==> src/rtl/log_mul_pkg.sv <==
// Shared helpers for the Mitchell-style logarithmic multiplier: lane slicing,
// leading-one detection and the offset that sets the optional correction constant.
package log_mul_pkg;

  // Correction constant is 2^(WIDTH - CORR_OFFSET) in fraction units.
  localparam int CORR_OFFSET = 5;

  // Bit position of lane 'lane' in a bus of 'width'-bit lanes, lane 0 at the LSBs.
  function automatic int lane_base(input int lane, input int width);
    return lane * width;
  endfunction

  function automatic logic [4:0] lead_one(input logic [31:0] x);
    logic [4:0] idx;
    idx = '0;
    for (int i = 0; i < 32; i++) begin
      if (x[i]) idx = 5'(i);
    end
    return idx;
  endfunction

endpackage

==> src/rtl/log_mul_lane.sv <==
// One combinational logarithmic multiplier lane (unsigned or two's-complement).
// Defining LOG_MUL_CORR_EN adds a constant error correction to the fraction sum.
module log_mul_lane
  import log_mul_pkg::*;
#(
  parameter int WIDTH = 16,
  parameter int TRUNC = 0
) (
  input  logic [WIDTH-1:0]   a,
  input  logic [WIDTH-1:0]   b,
  input  logic               is_signed,
  output logic [2*WIDTH-1:0] p
);

  localparam logic [4:0] WM1 = 5'(WIDTH - 1);

  logic [WIDTH-1:0]   mag_a, mag_b;
  logic [4:0]         ka, kb;
  logic [WIDTH-2:0]   fa, fb, fp, fp_adj;
  logic [WIDTH-1:0]   fsum;
  logic               carry, neg, zero;
  logic [5:0]         kp;
  logic [WIDTH-1:0]   mant;
  logic [3*WIDTH-2:0] wide;
  logic [2*WIDTH-1:0] magp;

  assign mag_a = (is_signed && a[WIDTH-1]) ? -a : a;
  assign mag_b = (is_signed && b[WIDTH-1]) ? -b : b;

  assign ka = lead_one(32'(mag_a));
  assign kb = lead_one(32'(mag_b));

  // Shift the leading one up to the MSB and drop it: what remains is the log fraction.
  assign fa = (WIDTH-1)'(mag_a << (WM1 - ka));
  assign fb = (WIDTH-1)'(mag_b << (WM1 - kb));

  generate
    if (TRUNC == 0) begin : g_exact
      assign fsum = {1'b0, fa} + {1'b0, fb};
    end else begin : g_trunc
      localparam int UW = WIDTH - 1 - TRUNC;
      logic          cin;
      logic [UW:0]   usum;
      assign cin  = fa[TRUNC] & fb[TRUNC];
      assign usum = {1'b0, fa[WIDTH-2:TRUNC]} + {1'b0, fb[WIDTH-2:TRUNC]} + (UW+1)'(cin);
      assign fsum = {usum, {TRUNC{1'b1}}};
    end
  endgenerate

  assign carry = fsum[WIDTH-1];
  assign fp    = fsum[WIDTH-2:0];
  assign kp    = 6'(ka) + 6'(kb) + 6'(carry);

`ifdef LOG_MUL_CORR_EN
  localparam logic [WIDTH-1:0] CORR_K = WIDTH'(1) << (WIDTH - CORR_OFFSET);
  logic [WIDTH-1:0] fp_inc;
  assign fp_inc = {1'b0, fp} + CORR_K;
  assign fp_adj = carry ? fp : (fp_inc[WIDTH-1] ? '1 : fp_inc[WIDTH-2:0]);
`else
  assign fp_adj = fp;
`endif

  // Antilog: 1.fp scaled by 2^kp, then the WIDTH-1 fraction bits are dropped.
  assign mant = {1'b1, fp_adj};
  assign wide = (3*WIDTH-1)'(mant) << kp;
  assign magp = (2*WIDTH)'(wide >> (WIDTH - 1));

  assign neg  = is_signed & (a[WIDTH-1] ^ b[WIDTH-1]);
  assign zero = (a == '0) || (b == '0);
  assign p    = zero ? '0 : (neg ? -magp : magp);

endmodule

==> src/rtl/log_mul_lanes.sv <==
// Multi-lane logarithmic multiplier with a stall-as-a-whole valid/ready pipeline.
// Build option LOG_MUL_CORR_EN enables fraction-sum error correction in every lane.
module log_mul_lanes
  import log_mul_pkg::*;
#(
  parameter int LANES  = 4,
  parameter int WIDTH  = 16,
  parameter int STAGES = 2,
  parameter int TRUNC  = 0,
  parameter int TAG_W  = 4
) (
  input  logic                     clk,
  input  logic                     rst,
  input  logic                     in_valid,
  output logic                     in_ready,
  input  logic                     in_signed,
  input  logic [LANES*WIDTH-1:0]   in_a,
  input  logic [LANES*WIDTH-1:0]   in_b,
  input  logic [TAG_W-1:0]         in_tag,
  output logic                     out_valid,
  input  logic                     out_ready,
  output logic [LANES*2*WIDTH-1:0] out_p,
  output logic [TAG_W-1:0]         out_tag,
  output logic                     busy
);

  localparam int PW = LANES * 2 * WIDTH;

  logic [PW-1:0]     lane_p;
  logic [STAGES-1:0] valid_reg;
  logic [PW-1:0]     p_reg   [STAGES];
  logic [TAG_W-1:0]  tag_reg [STAGES];
  logic              advance;

  // The signed mode is consumed at entry, so it travels with the beat inside p_reg.
  generate
    for (genvar gi = 0; gi < LANES; gi++) begin : g_lane
      log_mul_lane #(
        .WIDTH (WIDTH),
        .TRUNC (TRUNC)
      ) u_lane (
        .a         (in_a[lane_base(gi, WIDTH) +: WIDTH]),
        .b         (in_b[lane_base(gi, WIDTH) +: WIDTH]),
        .is_signed (in_signed),
        .p         (lane_p[lane_base(gi, 2*WIDTH) +: 2*WIDTH])
      );
    end
  endgenerate

  assign advance  = out_ready | ~valid_reg[STAGES-1];
  assign in_ready = advance & ~rst;

  always_ff @(posedge clk) begin
    if (rst) begin
      valid_reg <= '0;
      for (int i = 0; i < STAGES; i++) begin
        p_reg[i]   <= '0;
        tag_reg[i] <= '0;
      end
    end else if (advance) begin
      valid_reg[0] <= in_valid & in_ready;
      p_reg[0]     <= lane_p;
      tag_reg[0]   <= in_tag;
      for (int i = 1; i < STAGES; i++) begin
        valid_reg[i] <= valid_reg[i-1];
        p_reg[i]     <= p_reg[i-1];
        tag_reg[i]   <= tag_reg[i-1];
      end
    end
  end

  assign out_valid = valid_reg[STAGES-1];
  assign out_p     = p_reg[STAGES-1];
  assign out_tag   = tag_reg[STAGES-1];
  assign busy      = |valid_reg;

endmodule

==> config.mk <==
export PLATFORM = sky130hd
export DESIGN_NAME = log_mul_lanes
export DESIGN_NICKNAME = d
export VERILOG_FILES = /design/src/rtl/log_mul_pkg.sv /design/src/rtl/log_mul_lane.sv /design/src/rtl/log_mul_lanes.sv
export SDC_FILE = /design/constraint.sdc
export NUM_CORES = 1
export LEC_CHECK = 0
export CAP_MARGIN = 20
export CELL_PAD_IN_SITES_DETAIL_PLACEMENT = 2
export CELL_PAD_IN_SITES_GLOBAL_PLACEMENT = 2
export CORE_UTILIZATION = 39
export CTS_BUF_LIST = sky130_fd_sc_hd__clkbuf_8
export DETAILED_ROUTE_END_ITERATION = 8
export PLACE_DENSITY_LB_ADDON = 0.1
export SLEW_MARGIN = 20
export SYNTH_ARGS = -nofsm -noshare
export SYNTH_HDL_FRONTEND = slang
export SYNTH_SLANG_ARGS = --single-unit
==> constraint.sdc <==
create_clock -name clk -period 18.4 [get_ports clk]
set_input_delay 3.68 -clock clk [delete_from_list [all_inputs] [get_ports clk]]
set_output_delay 3.68 -clock clk [all_outputs]
set_load 0.02 [all_outputs]
Word-level counts from Yosys, hierarchy flattened
Memories as Yosys holds them, arrays and structs flattened.
Cells that the tools add are included.
Operators by class
  add/sub/neg operators: 32
  shifts and indexed selects: 12
  mux-type cells: 145
  bitwise gates (word level): 17
  reduce and logical (&&, ||, !) cells: 21
Operators by type and width (count)
  5-bit 2-to-1 mux: 56
  128-bit 2-to-1 mux: 2
  32-bit 2-to-1 mux: 8
  16-bit by 6-bit left shift with 47-bit output: 4
  4-bit 2-to-1 mux: 34
  16-bit logical NOT: 8
  16-bit 2-to-1 mux: 8
  16-bit negator: 8
  32-bit negator: 4
  16-bit by 5-bit left shift with 15-bit output: 8
  15-bit by 15-bit adder with 16-bit output: 4
  3-bit 2-to-1 mux: 16
  5-bit by 4-bit adder with 6-bit output: 4
  6-bit by 1-bit adder with 6-bit output: 4
  4-bit by 4-bit subtractor with 5-bit output, first input constant: 4
  4-bit by 5-bit subtractor with 5-bit output, first input constant: 4
  2-bit 2-to-1 mux: 8
  1-bit 2-to-1 mux: 13
  1-bit logical AND: 8
  1-bit AND: 6
  1-bit OR: 5
  1-bit logical OR: 4
  1-bit bitwise XOR: 4
  1-bit NOT: 2
  2-bit OR reduction: 1
Word-level totals
  flip-flop bits (word level): 2
  memory bits (writable): 264
  input port bits: 137
  output and inout bits: 135
  word-level logic and storage cells: 230
  memories: 2
Memories
  p_reg: depth 2, bits a word 128, read ports 2, clocked after Yosys merged registers in 0, wr ports 2, RTL line log_mul_lanes.sv:31  | logic [PW-1:0] p_reg [STAGES];
  tag_reg: depth 2, bits a word 4, read ports 2, clocked after Yosys merged registers in 0, wr ports 2, RTL line log_mul_lanes.sv:32  | logic [TAG_W-1:0] tag_reg [STAGES];

Depth between registers and ports, before layout
Gate-level depths: netlist (run 1).
  depth after elaboration: 26
  gate-level depth with buffers: 44
  depth with buffers taken out: 40

By module
A second synthesis (run 1) with hierarchy kept.
Unflattened totals
  cells, all modules: 4388
  area total of the unflattened synthesis: 36049.6 µm²
By module, submodules not included
  log_mul_lanes: instances 1, cells an instance 730, area each 12558.3 µm², sequential area each 7967.6 µm²
  log_mul_lane at g_lane[1].u_lane ...: instances 2, cells an instance 953, area each 5973.2 µm², sequential area each 0.0 µm²
  log_mul_lane at g_lane[3].u_lane: instances 1, cells an instance 903, area each 5830.6 µm², sequential area each 0.0 µm²
  log_mul_lane at g_lane[0].u_lane: instances 1, cells an instance 849, area each 5714.2 µm², sequential area each 0.0 µm²

Worst setup path before layout (run 1)
OpenSTA, ideal clock, no wires.
  kind: in2reg
  start: in in_b[50]
  end: mem p_reg[0][126] (netlist name) (data pin)
  library setup time: 0.266 ns
  arrival: 12.302 ns
  data required time: 18.134 ns
  setup slack: 5.832 ns
  cell stages on the path: 41
  buffers on the path: 6
  cell sequence: clkbuf_1 > nor4_1 > and2_1 > or3b_2 > o31ai_1 > xor2_1 > inv_1 > o21ai_0 > a21oi_1 > clkbuf_1 > nor2_1 > mux2_2 > mux2i_1 > nor2_1 > ha_1 > clkbuf_1 > and3_1 > nand2_1 > [... 5 more ...] > nor2_1 > fa_1 > fa_1 > clkbuf_1 > buf_1 > nor2_1 > a21oi_1 > nand3_1 > nand3_1 > mux2i_1 > a221oi_1 > ha_1 > and4_1 > clkbuf_1 > nand2_1 > o41ai_1 > xor2_1 > nor2_1
RTL lines
  from (decl): RTL line log_mul_lanes.sv:18  | input logic [LANES*WIDTH-1:0] in_b,
  to (decl): RTL line log_mul_lanes.sv:31

==> results of run 1 <==
-- layout by cell type, fill, tap and decap left out, drive strengths merged, types with 105 or more instances in the layout --
cell           netlist  routed
inv                102     120
edfxtp             264     264
a21oi              279     279
xor2               130     130
and2               186     186
nor3               105     105
clkdlybuf4s50        0     270
xnor2              134     134
mux2i              153     153
nor2               469     469
o21ai              233     233
nand2              359     359
-- stage by stage --
| step | hold slack, ns | setup WS, ns | power, mW | instances | util, % |
|---|---|---|---|---|---|
| 6_report | 0.5144 | 3.510 | 5.752 | 5096 | 44.22 |
| 4_1_cts | 0.5154 | 3.684 | 5.699 | 5085 | 44.11 |
| 5_1_grt | 0.5312 | 2.666 | 6.125 | 5096 | 44.22 |
| 2_1_floorplan | 0.4540 | 5.832 | 3.816 | 3961 | - |
| 3_5_place_dp | 0.5070 | 3.026 | 5.100 | 5002 | 42.95 |
| 3_3_place_gp | 0.4982 | 3.198 | 4.974 | 5002 | 42.95 |
-- kinds of logic (layout without fill, tap and decap cells) --
group	count (synthesis)	count (layout)	share of synthesized area, %
buffers and inverters	445	521	7.032
xor gates and xnor gates	264	264	7.426
AOI/OAI and AO/OA	1181	1181	25.52
other	0	9	0
and+or+nand+nor	1510	1510	23.49
adders and majority gates	96	96	4.147
muxes	199	199	6.799
DFF	266	266	25.59
-- cell type report --
| cell class | count | area [µm²] |
|---|---|---|
| fill | 9000 | 44060 |
| multi-input combinational | 3250 | 21100 |
| sequential | 266 | 7968 |
| timing repair buffer | 334 | 3221 |
| tap | 1050 | 1314 |
| clock buffer | 50 | 688.2 |
| inverter | 104 | 390.4 |
| clock inverter | 33 | 229.0 |
| antenna | 9 | 22.52 |
-- path summary, 6_finish.rpt --
kind                                 endpoint  cells past startpoint    startpoint
worst max-delay path             p_reg[0][29]                     36       in_b[2]
worst min-delay path            p_reg[0][163]                      1  p_reg[0][35]
worst max register to register   p_reg[0][62]                      9  valid_reg[1]
worst min register to register  p_reg[0][163]                      1  p_reg[0][35]
-- routing by layer --
layer	track usage (%)	wire length, µm	up-vias
li1	-	-	14700
met1	38.27	54860	15690
met2	51.16	59950	716
met3	3.764	5076	176
met4	8.011	2776	22
met5	0	137	-
-- synthesized netlist by cell type, drive strengths merged (43+ instances only) --
cell type and n:
nor2 469, nand3 98, mux2i 153, nor4 49, xor2 130, ha 84
a21oi 279, a211oi 61, nand2 359, a21o 62, and2 186, o21ai 233
nor3 105, inv 102, edfxtp 264, buf 148, xnor2 134, a31oi 65
clkbuf 193, o31ai 43
-- where the power goes --
part | internal (mW) | switching (mW)
Sequential | 0.854 | 0.0422
Clock | 0.284 | 0.285
Combinational | 1.43 | 2.86
-- worst max-delay path, delay by kind of cell --
kind	cells	cell delay [ns]
AND/OR/NAND/NOR	14	4.91
AO/OA/AOI/OAI	13	2.76
adder cells (fa/ha/maj)	3	1.42
buffers and inverters	3	1.33
multiplexers	2	0.71
XOR/XNOR	1	0.51
==> flow_summary.toml, run 1 <==
[floorplan]
coreArea_um2 = 79000
die_x_um = 284.6
pin_count = 272
die_h_um = 284.6
initial_core_util_pct = 39.42
rows = 103
dieArea_um2 = 80980

[cts]
hold_buffers = 0
clock_latency_ns = 0.70
postCtsSetupBuffers = 0
cts-htree-levels = 2
cts_made_buffers = 50
cts_tree = "done"
cts-resized-gates = 0
cts.clk_slew.worst_paths_ns = 0.06
clockBufferDepth = 3
cts.sinks = 266
cts-root-buf = "clkbuf_8"

[routing]
drt_iter0_markers = 1886
route.vias.total = 31310
drt-wirelength-per-cell_um = 24.10
via_per_inst = 6.144
first_pass_iters = 6
drt_drc_violations_left = 0
wl_um = 122800
antenna_left = 0

[placed_design]
port_buffers = 271
place.gp.congestion = 0.9262
placed_cell_area_um2 = 33930
detailedPlacementHpwl_um = 96030

[status]
status = "complete, no violations"

[grt]
grtUsageTotal_pct = 29.51
grt_overflow = 0
antenna_found_initial = 19
grt_pass1_wl_um = 192400
grt_pass1_vias = 32910
grt_start_max_net_pins = 97

[sta]
fin_crit_ns = 14.89
finalClockSkew_ns = 0.03584
worst-slew-pin-transition_ns = 1.178
slew_headroom_pct = 20.97
fmax_ghz = 0.06716
fin_crit_sh_pct = 80.92
rsz0062_at_grt = "false"
final.setup.tns_ns = 0
setup-violations-final = 0
hold_violations = 0
slew_viol_final = 0

[cells_and_area]
largest_register_ffs = 256
fin_area_um2 = 34930
areaGrowthSynthToFinish_pct = 12.19
final_nets = 4239
drive_gt1_share_pct = 6.193

[worst_setup_path]
cp-end-kind = "register"
crit_arrival_ns = 15.37
cpPeakStageDelay_ns = 0.83
crit_path_start_kind = "primary input"
slowest_stage = "nor2_1"
critPathRequiredTime_ns = 18.88
regToRegSetupSlack_ns = 15.14
cp_max_fo = 26
cp_common_cell = "a21oi_1"
path_class = "in2reg"

[power]
p_per_area_nw_per_um2 = 164.7
peakVddDrop_mv = 0.07448
leakagePower_nw = 13.65

[synth]
yosys_warnings = 0
synth_edf_count = 264
ys_types = 102
ys_async_sr_fraction_pct = 0
avgSynthCellArea_um2 = 7.861
yosys.area.top_type = "edfxtp_1"
yosysSeqAreaShare_pct = 25.59
synth_top_flop_cell = "edfxtp_1"
synth_nets = 4194
synthTopCellsByArea = "edfxtp_1 25%, nor2_1 5.7%, mux2i_1 4.9%, a21oi_1 4.4%, nand2_1 4.3%"
ys_ff_latch = 266
synth_top_area_share_pct = 25.46
syn_inst = 3961
syn_area_um2 = 31140

[run]
max_cap_violations = 0

[hold_path]
hp-class = "reg2reg"
Power figures use the tool's default switching activity.
==> run 2, diff against run 1 <==
Settings changed: CORE_UTILIZATION 39 to 36.
Clock period 18.4 ns to 14 ns, I/O delays scaled along.
==> run 2 against run 1 <==
Non-clock buffer count grew 69. Combinational power grew 36%. Clock power grew 43%. Flip-flop and latch count is the same. Largest power group unchanged. Largest cell class unchanged. First-iteration DRC count shrank 6.2%. Die area grew 8.3%. Worst hold slack lost 0.026 ns. Utilization shrank 2.5 points.
==> flow_summary.toml, run 2 (same netlist as run 1, synthesis figures left out) <==
[status]
status = "complete, no violations"

[placed_design]
pre_cts_slack_ns = 0.1421
place.gp.congestion = 0.9111
detailedPlacementHpwl_um = 100800
port_buffers = 271

[floorplan]
pin_count = 272
initial_core_util_pct = 36.46
dieArea_um2 = 87680
die_x_um = 296.1
rows = 107
die_h_um = 296.1
coreArea_um2 = 85410

[routing]
via_per_inst = 5.996
drt_drc_violations_left = 0
route.vias.total = 31580
antenna_left = 0
drt_iter0_markers = 1769
drt-wirelength-per-cell_um = 24.04
first_pass_iters = 5
wl_um = 126600

[sta]
setup-violations-final = 0
slew_headroom_pct = 18.65
fin_crit_ns = 13.04
final.setup.worst_slack_ns = 0.9568
rsz0062_at_grt = "false"
hold_violations = 0
fmax_ghz = 0.07667
slew_viol_final = 0
final.setup.tns_ns = 0
finalClockSkew_ns = 0.07087
fin_crit_sh_pct = 93.17
worst-slew-pin-transition_ns = 1.212

[worst_setup_path]
crit_path_start_kind = "primary input"
critPathRequiredTime_ns = 14.38
cpPeakStageDelay_ns = 0.87
cp_max_fo = 15
slowest_stage = "fa_1"
crit_arrival_ns = 13.43
cp-end-kind = "register"
path_class = "in2reg"
cp_common_cell = "a21oi_1"

[cts]
clock_latency_ns = 0.70
cts.sinks = 266
cts_made_buffers = 51
cts-root-buf = "clkbuf_8"
cts_tree = "done"
cts-htree-levels = 2
cts.clk_slew.worst_paths_ns = 0.06
hold_buffers = 0
clockBufferDepth = 3

[cells_and_area]
largest_register_ffs = 256
final_cell_mix = "468 x nor2_1, 359 x nand2_1, 274 x a21oi_1"
areaGrowthSynthToFinish_pct = 14.58
final_common_cell = "nor2_1"
final_nets = 4309
drive_gt1_share_pct = 7.939

[power]
peakVddDrop_mv = 0.08846
p_clk_share_pct = 10.4
p_int_mw = 3.562
p_seq_share_pct = 15.1
switching_share_pct = 54.57
p_switching_mw = 4.279
combPwrFrac_pct = 74.5
leakagePower_nw = 14.04
p_per_area_nw_per_um2 = 219.8

[grt]
grt_overflow = 0
grtUsageTotal_pct = 28.23
grt_start_max_net_pins = 97
grt_pass1_wl_um = 196300
antenna_found_initial = 19
grt_pass1_vias = 33080

[run]
max_cap_violations = 0

[hold_path]
hp-class = "reg2reg"
-- run 2: cell types whose count changed in the layout (fill, tap and decap cells not counted), moves of 2 or more --
cell	delta
buf_4	+67
clkinv_1	+6
diode_2	-5
buf_12	+3
clkinv_2	+3
clkinvlp_4	+3
buf_16	-2
bufinv_16	+2
-- run 2: worst paths after layout --
path	start	endpoint	slack [ns]	depth (start not counted)
setup / recovery	in_b[2]	p_reg[0][27]	0.96	35
hold / removal	p_reg[0][100]	p_reg[0][228]	0.49	1
setup reg to reg	valid_reg[1]	p_reg[0][62]	10.74	9
hold reg to reg	p_reg[0][100]	p_reg[0][228]	0.49	1
-- run 2: worst max-delay path, delay by kind of cell --
family	cells	cell delay [ns]
buf+inv	4	1.43
xor+xnor	2	0.39
fa+ha+maj	3	1.81
mux	2	0.41
simple gates	13	3.91
compound gates	11	2.68
-- run 2: routing by layer --
metal  wire length, µm  share of wire (%)  vias up  GRT usage, %
met4              2111                1.7       30         5.871
met5               197               0.16        -             0
li1                  -                  -    14840             -
met1             57190                 45    15890         37.24
met3              5709                4.5      146         3.987
met2             61420                 49      671         48.69
-- run 2: timing repair --
action / CTS / global route
setup endpoints to repair: 0 / 2
setup buffers: 0 / 0
gates resized for setup: 0 / 1
-- run 2: through the flow --
step | instance area (µm²) | hold slack (ns) | power, mW | instances | utilization [%]
2_1_floorplan | 31140 | 0.4540 | 5.015 | 3961 | -
3_3_place_gp | 34600 | 0.4995 | 6.765 | 5166 | 40.51
3_5_place_dp | 34600 | 0.5085 | 6.928 | 5166 | 40.51
4_1_cts | 35630 | 0.4864 | 7.794 | 5262 | 41.72
5_1_grt | 35680 | 0.5012 | 8.358 | 5267 | 41.77
6_report | 35680 | 0.4889 | 7.842 | 5267 | 41.77
-- run 2: power by group through the flow --
stage	Sequential [mW]	Combinational (mW)	Clock, mW
floorplan	1.16	3.85	0
global placement	1.18	5.58	0
detailed placement	1.20	5.72	0
CTS	1.19	5.77	0.839
global route	1.20	6.29	0.872
finish	1.18	5.85	0.815
-- run 2: layout make-up --
cell class,count,area [µm²]
repair buffers,403,3740
fillers,9881,49740
clock inverters,45,331.6
well taps,1144,1431
inverters,104,390.4
multi-input cells,3250,21110
clock buffers,51,701.9
diodes,4,10.01
flip-flops and latches,266,7968
